<file path="src/rtl/shift_unit_pkg.sv">
// Shared mode/direction constants and controller state type for the shift unit.
package shift_unit_pkg;

  localparam logic [1:0] MODE_LOG = 2'b00;
  localparam logic [1:0] MODE_ARI = 2'b01;
  localparam logic [1:0] MODE_ROT = 2'b10;
  localparam logic [1:0] MODE_SER = 2'b11;

  localparam logic DIR_R = 1'b0;
  localparam logic DIR_L = 1'b1;

  typedef enum logic [1:0] {
    StIdle,
    StShift,
    StFin
  } state_e;

endpackage

</file>
<file path="src/rtl/shift_step_p.sv">
// One-bit shift step: the vacated end is filled according to mode, the exiting bit is reported.
module shift_step_p
  import shift_unit_pkg::*;
#(
  parameter int unsigned WIDTH = 16
) (
  input  logic [WIDTH-1:0] cur,
  input  logic             dir,
  input  logic [1:0]       mode,
  input  logic             s_in,
  output logic [WIDTH-1:0] nxt,
  output logic             out_bit
);

  logic fill;

  always_comb begin
    fill    = 1'b0;
    nxt     = cur;
    out_bit = 1'b0;
    if (dir == DIR_R) begin
      unique case (mode)
        MODE_LOG: fill = 1'b0;
        MODE_ARI: fill = cur[WIDTH-1];
        MODE_ROT: fill = cur[0];
        MODE_SER: fill = s_in;
      endcase
      nxt     = {fill, cur[WIDTH-1:1]};
      out_bit = cur[0];
    end else begin
      // Arithmetic left behaves like logical left.
      unique case (mode)
        MODE_LOG: fill = 1'b0;
        MODE_ARI: fill = 1'b0;
        MODE_ROT: fill = cur[WIDTH-1];
        MODE_SER: fill = s_in;
      endcase
      nxt     = {cur[WIDTH-2:0], fill};
      out_bit = cur[WIDTH-1];
    end
  end

endmodule

</file>
<file path="src/rtl/shift_unit_p.sv">
// Datapath shift register: parallel load, legacy single right step and a counted
// multi-cycle shift engine with busy/done handshake.
module shift_unit_p
  import shift_unit_pkg::*;
#(
  parameter int unsigned WIDTH = 16,
  parameter int unsigned CNT_W = $clog2(WIDTH + 1)
) (
  input  logic             clk,
  input  logic             rst,
  input  logic             clr,
  input  logic             ld,
  input  logic [WIDTH-1:0] din,
  input  logic             sft,
  input  logic             start,
  input  logic [CNT_W-1:0] amt,
  input  logic             dir,
  input  logic [1:0]       mode,
  input  logic             s_in,
  output logic [WIDTH-1:0] dout,
  output logic             s_out,
  output logic             busy,
  output logic             done
);

  localparam logic [CNT_W-1:0] WidthCnt = CNT_W'(WIDTH);

  state_e           state_q, state_d;
  logic [CNT_W-1:0] cnt_q, cnt_d;
  logic             dir_q, dir_d;
  logic [1:0]       mode_q, mode_d;
  logic [WIDTH-1:0] dout_q, dout_d;
  logic             sout_q, sout_d;

  logic [CNT_W-1:0] eff_amt;
  logic             step_dir;
  logic [1:0]       step_mode;
  logic [WIDTH-1:0] step_nxt;
  logic             step_out;

  // Rotation wraps; every other mode saturates at a full-width shift.
  always_comb begin
    eff_amt = amt;
    if (mode == MODE_ROT) begin
      eff_amt = amt % WidthCnt;
    end else if (amt > WidthCnt) begin
      eff_amt = WidthCnt;
    end
  end

  // Outside SHIFT the stepper serves the legacy path as a serial-in right shift.
  assign step_dir  = (state_q == StShift) ? dir_q  : DIR_R;
  assign step_mode = (state_q == StShift) ? mode_q : MODE_SER;

  shift_step_p #(
    .WIDTH (WIDTH)
  ) u_step (
    .cur     (dout_q),
    .dir     (step_dir),
    .mode    (step_mode),
    .s_in    (s_in),
    .nxt     (step_nxt),
    .out_bit (step_out)
  );

  always_comb begin
    state_d = state_q;
    cnt_d   = cnt_q;
    dir_d   = dir_q;
    mode_d  = mode_q;
    dout_d  = dout_q;
    sout_d  = sout_q;

    if (clr) begin
      state_d = StIdle;
      cnt_d   = '0;
      dout_d  = '0;
      sout_d  = 1'b0;
    end else begin
      case (state_q)
        StShift: begin
          dout_d = step_nxt;
          sout_d = step_out;
          if (cnt_q <= CNT_W'(1)) begin
            state_d = StFin;
            cnt_d   = '0;
          end else begin
            cnt_d = cnt_q - CNT_W'(1);
          end
        end
        default: begin
          state_d = StIdle;
          if (ld) begin
            dout_d = din;
          end else if (start) begin
            dir_d   = dir;
            mode_d  = mode;
            cnt_d   = eff_amt;
            state_d = (eff_amt == '0) ? StFin : StShift;
          end else if (sft) begin
            dout_d = step_nxt;
            sout_d = step_out;
          end
        end
      endcase
    end
  end

  always_ff @(posedge clk or posedge rst) begin
    if (rst) begin
      state_q <= StIdle;
      cnt_q   <= '0;
      dir_q   <= DIR_R;
      mode_q  <= MODE_LOG;
      dout_q  <= '0;
      sout_q  <= 1'b0;
    end else begin
      state_q <= state_d;
      cnt_q   <= cnt_d;
      dir_q   <= dir_d;
      mode_q  <= mode_d;
      dout_q  <= dout_d;
      sout_q  <= sout_d;
    end
  end

  assign dout  = dout_q;
  assign s_out = sout_q;
  assign busy  = (state_q == StShift);
  assign done  = (state_q == StFin);

  a_busy_done_excl: assert property (@(posedge clk) disable iff (rst) !(busy && done));
  a_shift_cnt_live: assert property (@(posedge clk) disable iff (rst)
                                     (state_q == StShift) |-> (cnt_q != '0));

endmodule
</file>
<file path="config.mk">
export PLATFORM = sky130hd
export DESIGN_NAME = shift_unit_p
export DESIGN_NICKNAME = d
export VERILOG_FILES = /design/src/rtl/shift_unit_pkg.sv /design/src/rtl/shift_step_p.sv /design/src/rtl/shift_unit_p.sv
export SDC_FILE = /design/constraint.sdc
export NUM_CORES = 1
export LEC_CHECK = 0
export BUFFER_PORTS_ARGS = -buffer_cell sky130_fd_sc_hd__buf_2
export CORE_ASPECT_RATIO = 1.4
export CORE_MARGIN = 3
export CORE_UTILIZATION = 45
export DETAILED_ROUTE_END_ITERATION = 16
export PLACE_DENSITY = 0.72
export SLEW_MARGIN = 20
export SYNTH_ARGS = -nofsm -noshare
export SYNTH_HDL_FRONTEND = slang
export SYNTH_SLANG_ARGS = --single-unit
</file>
<file path="constraint.sdc">
create_clock -name clk -period 2.02 [get_ports clk]
set_input_delay 0.404 -clock clk [delete_from_list [all_inputs] [get_ports clk]]
set_output_delay 0.404 -clock clk [all_outputs]
set_load 0.05 [all_outputs]
</file>
==> summary.md <==
| Metric | Value |
|---|---|
| Post-synth EDFFs | 0 |
| Non-filler cells, final | 266 |
| Hold-fix buffers, CTS | 0 |
| Final setup vio count | 0 |
| Total number of yosys warnings | 0 |
| Syn_nets | 208 |
| Initial Utilization | 48.8% |
| Worst Path Arrival | 1.34 ns |
| CTS max path bufs | 2 |
| Ant diodes | 0 |
| Iteration-0 DRC count of the detailed router | 48 |
| DR vias | 1559 |
| Crit share post-route | 86.5% |
| Max-Cap Viols | 0 |
| Register area share after synthesis | 42.7% |
| Initial antenna violation count | 0 |
| Max Freq | 572 MHz |
| Yosys cell types | 43 |
| Fillers | 299 |
| Register bit total from synthesis | 27 |
| Slew HR | 67.7% |
| TritonCTS Sinks | 27 |
| Fraction of synthesis flops using an asynchronous set or reset pin | 100% |
| Placed insts | 262 |
| Synth-to-Final Area Change | 22.5% |
| First-pass GRT wire length | 6.62 mm |
| Syn Inst Count | 175 |
| Cts bufs inserted | 3 |
| Power Total | 1.43 mW |
| CTS tree | built |
| Worst setup EP type | output pin |
| Worst Path Class, Setup | reg -> out |
| Clock root buffer | clkbuf_8 |
| Final antenna-violating net count | 0 |
| Crit-path cells | nand2b_1 -> inv_2 -> buf_2 |
| CP Launch Type | flop |
| Die span in x | 56.1 um |
| Syn Area/Cell | 9.04 um2 |
| Placeable Area | 3240 um2 |
| Pin count of the biggest net entering global routing | 28 |
| Vias in the first global route | 1475 |
| Ports | 50 |
| Final Skew | 0.00264 ns |
| Unrepaired setup endpoints after global routing | no |
| Setup TNS | 0 ns |
| Max incr delay on CP | 0.39 ns |
| Nets | 261 |
| DR WL/cell | 14.9 um |
| Via-per-instance ratio | 5.86 |
| CTS H-tree depth | 1 |
| Grt ovf | 0 |
| Largest area contributor in the netlist | dfrtp_1 |
| Drc violations | 0 |
| Measured slew at the worst slew-check pin | 0.482 ns |
| Die area | 4280 um2 |
| CP required | 1.62 ns |
| Crit path time final | 1.75 ns |
| Hold Vio Cnt, Final | 0 |
| Final WL | 3.97 mm |
| Port-buffer cells | 49 |
| Core Util, Final | 59.8% |
| PwrDens | 739 nW/um2 |
| Final Max Tran Viols | 0 |
| DP HPWL | 2.98 mm |
| Syn Std Cell Area | 1580 um2 |
| Status | complete, no violations |
| Router iterations before antenna repair | 4 |
| Setup WS pre-CTS | 0.347 ns |
| Setup bufs post-CTS | 0 |
| Slowest CP cell | dfrtp_1 |
| Post-CTS Resized | 0 |
| Row cnt | 24 |
| GRT Total Usage | 18.3% |
| Crit path max fanout | 13 |
| Clk Latency, worst-skew pair | 0.26 ns |
| Ys flop type | dfrtp_1 |
| Leakage power | 0.955 nW |
| Die Ht | 76.2 um |
| Maximum VDD drop | 0.395 mV |
| Synth top area share | 42.7% |
| Layout cell share with drive strength beyond 1 | 29.5% |
| Min-Delay Path Class | in -> async |
| Synth top area cells | dfrtp_1 43%, o31ai_1 6.6%, nand2_1 5.2%, o22ai_1 5.1%, nor2_1 4.5% |
| Clock slew at reported path FFs | 0.09 ns |
| Fin worst setup slack | 0.272 ns |
| RePlAce Congestion | 0.863 |
-- per-layer routing --
metal / vias up / wire length [um] / track usage (%)
met3: 2 / 264 / 2.20
met2: 58 / 1970 / 31.0
met1: 741 / 1710 / 24.7
met4: 0 / 14 / 4.04
met5: - / 0 / 0
li1: 758 / - / -
-- final timing paths --
path	startpoint	end	slack [ns]	depth (start not counted)
setup / recovery	state_q[1]	busy	0.27	3
max in group asynchronous	rst	cnt_q[2]	1.57	3
setup reg to reg	state_q[1]	dout[0]	0.39	3
min in group clk	dir	dir_q	0.34	3
hold / removal	rst	dout[12]	0.18	3
hold reg to reg	s_out	s_out	0.54	2
-- synth_stat cells, types with 3 or more instances --
cell type and n:
nand3_1 5, o31ai_1 14, buf_2 4, o21ai_0 3, dfrtp_1 27, a221oi_1 3, nand2_1 22, mux2i_1 5
a21o_1 3, nand2b_1 3, nor2_1 19, inv_1 9, o22ai_1 13, clkbuf_1 4
-- power breakdown --
group	internal (mW)	leakage [nW]	switching, mW
clock	0.141	0.0228	0.161
sequential	0.598	0.358	0.0633
combinational	0.157	0.574	0.312
total	0.897	0.955	0.536
-- critical path, delay by kind of cell (launching register included) --
kind	cells	cell delay, ns
buffers and inverters	2	0.52
DFF	1	0.39
and+or+nand+nor	1	0.17
-- cell usage in the layout (no fill, tap or decap), types with 3 or more instances in the layout --
cell / Yosys / routed
buf_2: 4 / 49
dfrtp_1: 27 / 27
nand2_1: 22 / 22
nor2_1: 19 / 19
o31ai_1: 14 / 14
o22ai_1: 13 / 13
inv_1: 9 / 9
buf_4: 2 / 9
nand3_1: 5 / 5
mux2i_1: 5 / 5
nand2b_1: 3 / 3
a221oi_1: 3 / 3
a21o_1: 3 / 3
o21ai_0: 3 / 3
clkbuf_8: 0 / 3
-- final cells by class --
| type | count | area, um2 | area share, % |
|---|---|---|---|
| Tap cell | 39 | 48.8 | 2.52 |
| Multi-Input combinational cell | 128 | 820 | 42.3 |
| Timing Repair Buffer | 58 | 313 | 16.1 |
| Sequential cell | 27 | 676 | 34.8 |
| Inverter | 10 | 37.5 | 1.94 |
| Clock buffer | 4 | 45.0 | 2.32 |
-- state kept, by name, summed over array words and instances (netlist names) --
name	count
mode_q	2
cnt_q	5
s_out	1
dout	16
dir_q	1
state_q	2
-- logic make-up (layout without fill, tap and decap cells) --
| kind of cell | count (synthesis) | after routing | synth area share (%) |
|---|---|---|---|
| multiplexers | 9 | 9 | 6.01 |
| adder cells (fa/ha/maj) | 2 | 2 | 1.58 |
| buffers and inverters | 20 | 72 | 5.53 |
| flip-flops | 27 | 27 | 42.7 |
| AO/OA/AOI/OAI | 56 | 56 | 25.5 |
| AND/OR/NAND/NOR | 61 | 61 | 18.7 |
-- stage by stage --
stage                     cell area (um2)  hold WS, ns
after global placement               1890        0.482
after global routing                 1940        0.218
after CTS                            1940        0.185
after detailed placement             1890        0.484
final                                1940        0.185
after floorplan                      1580        0.457
Note: power is estimated with default switching activity, not from simulation.
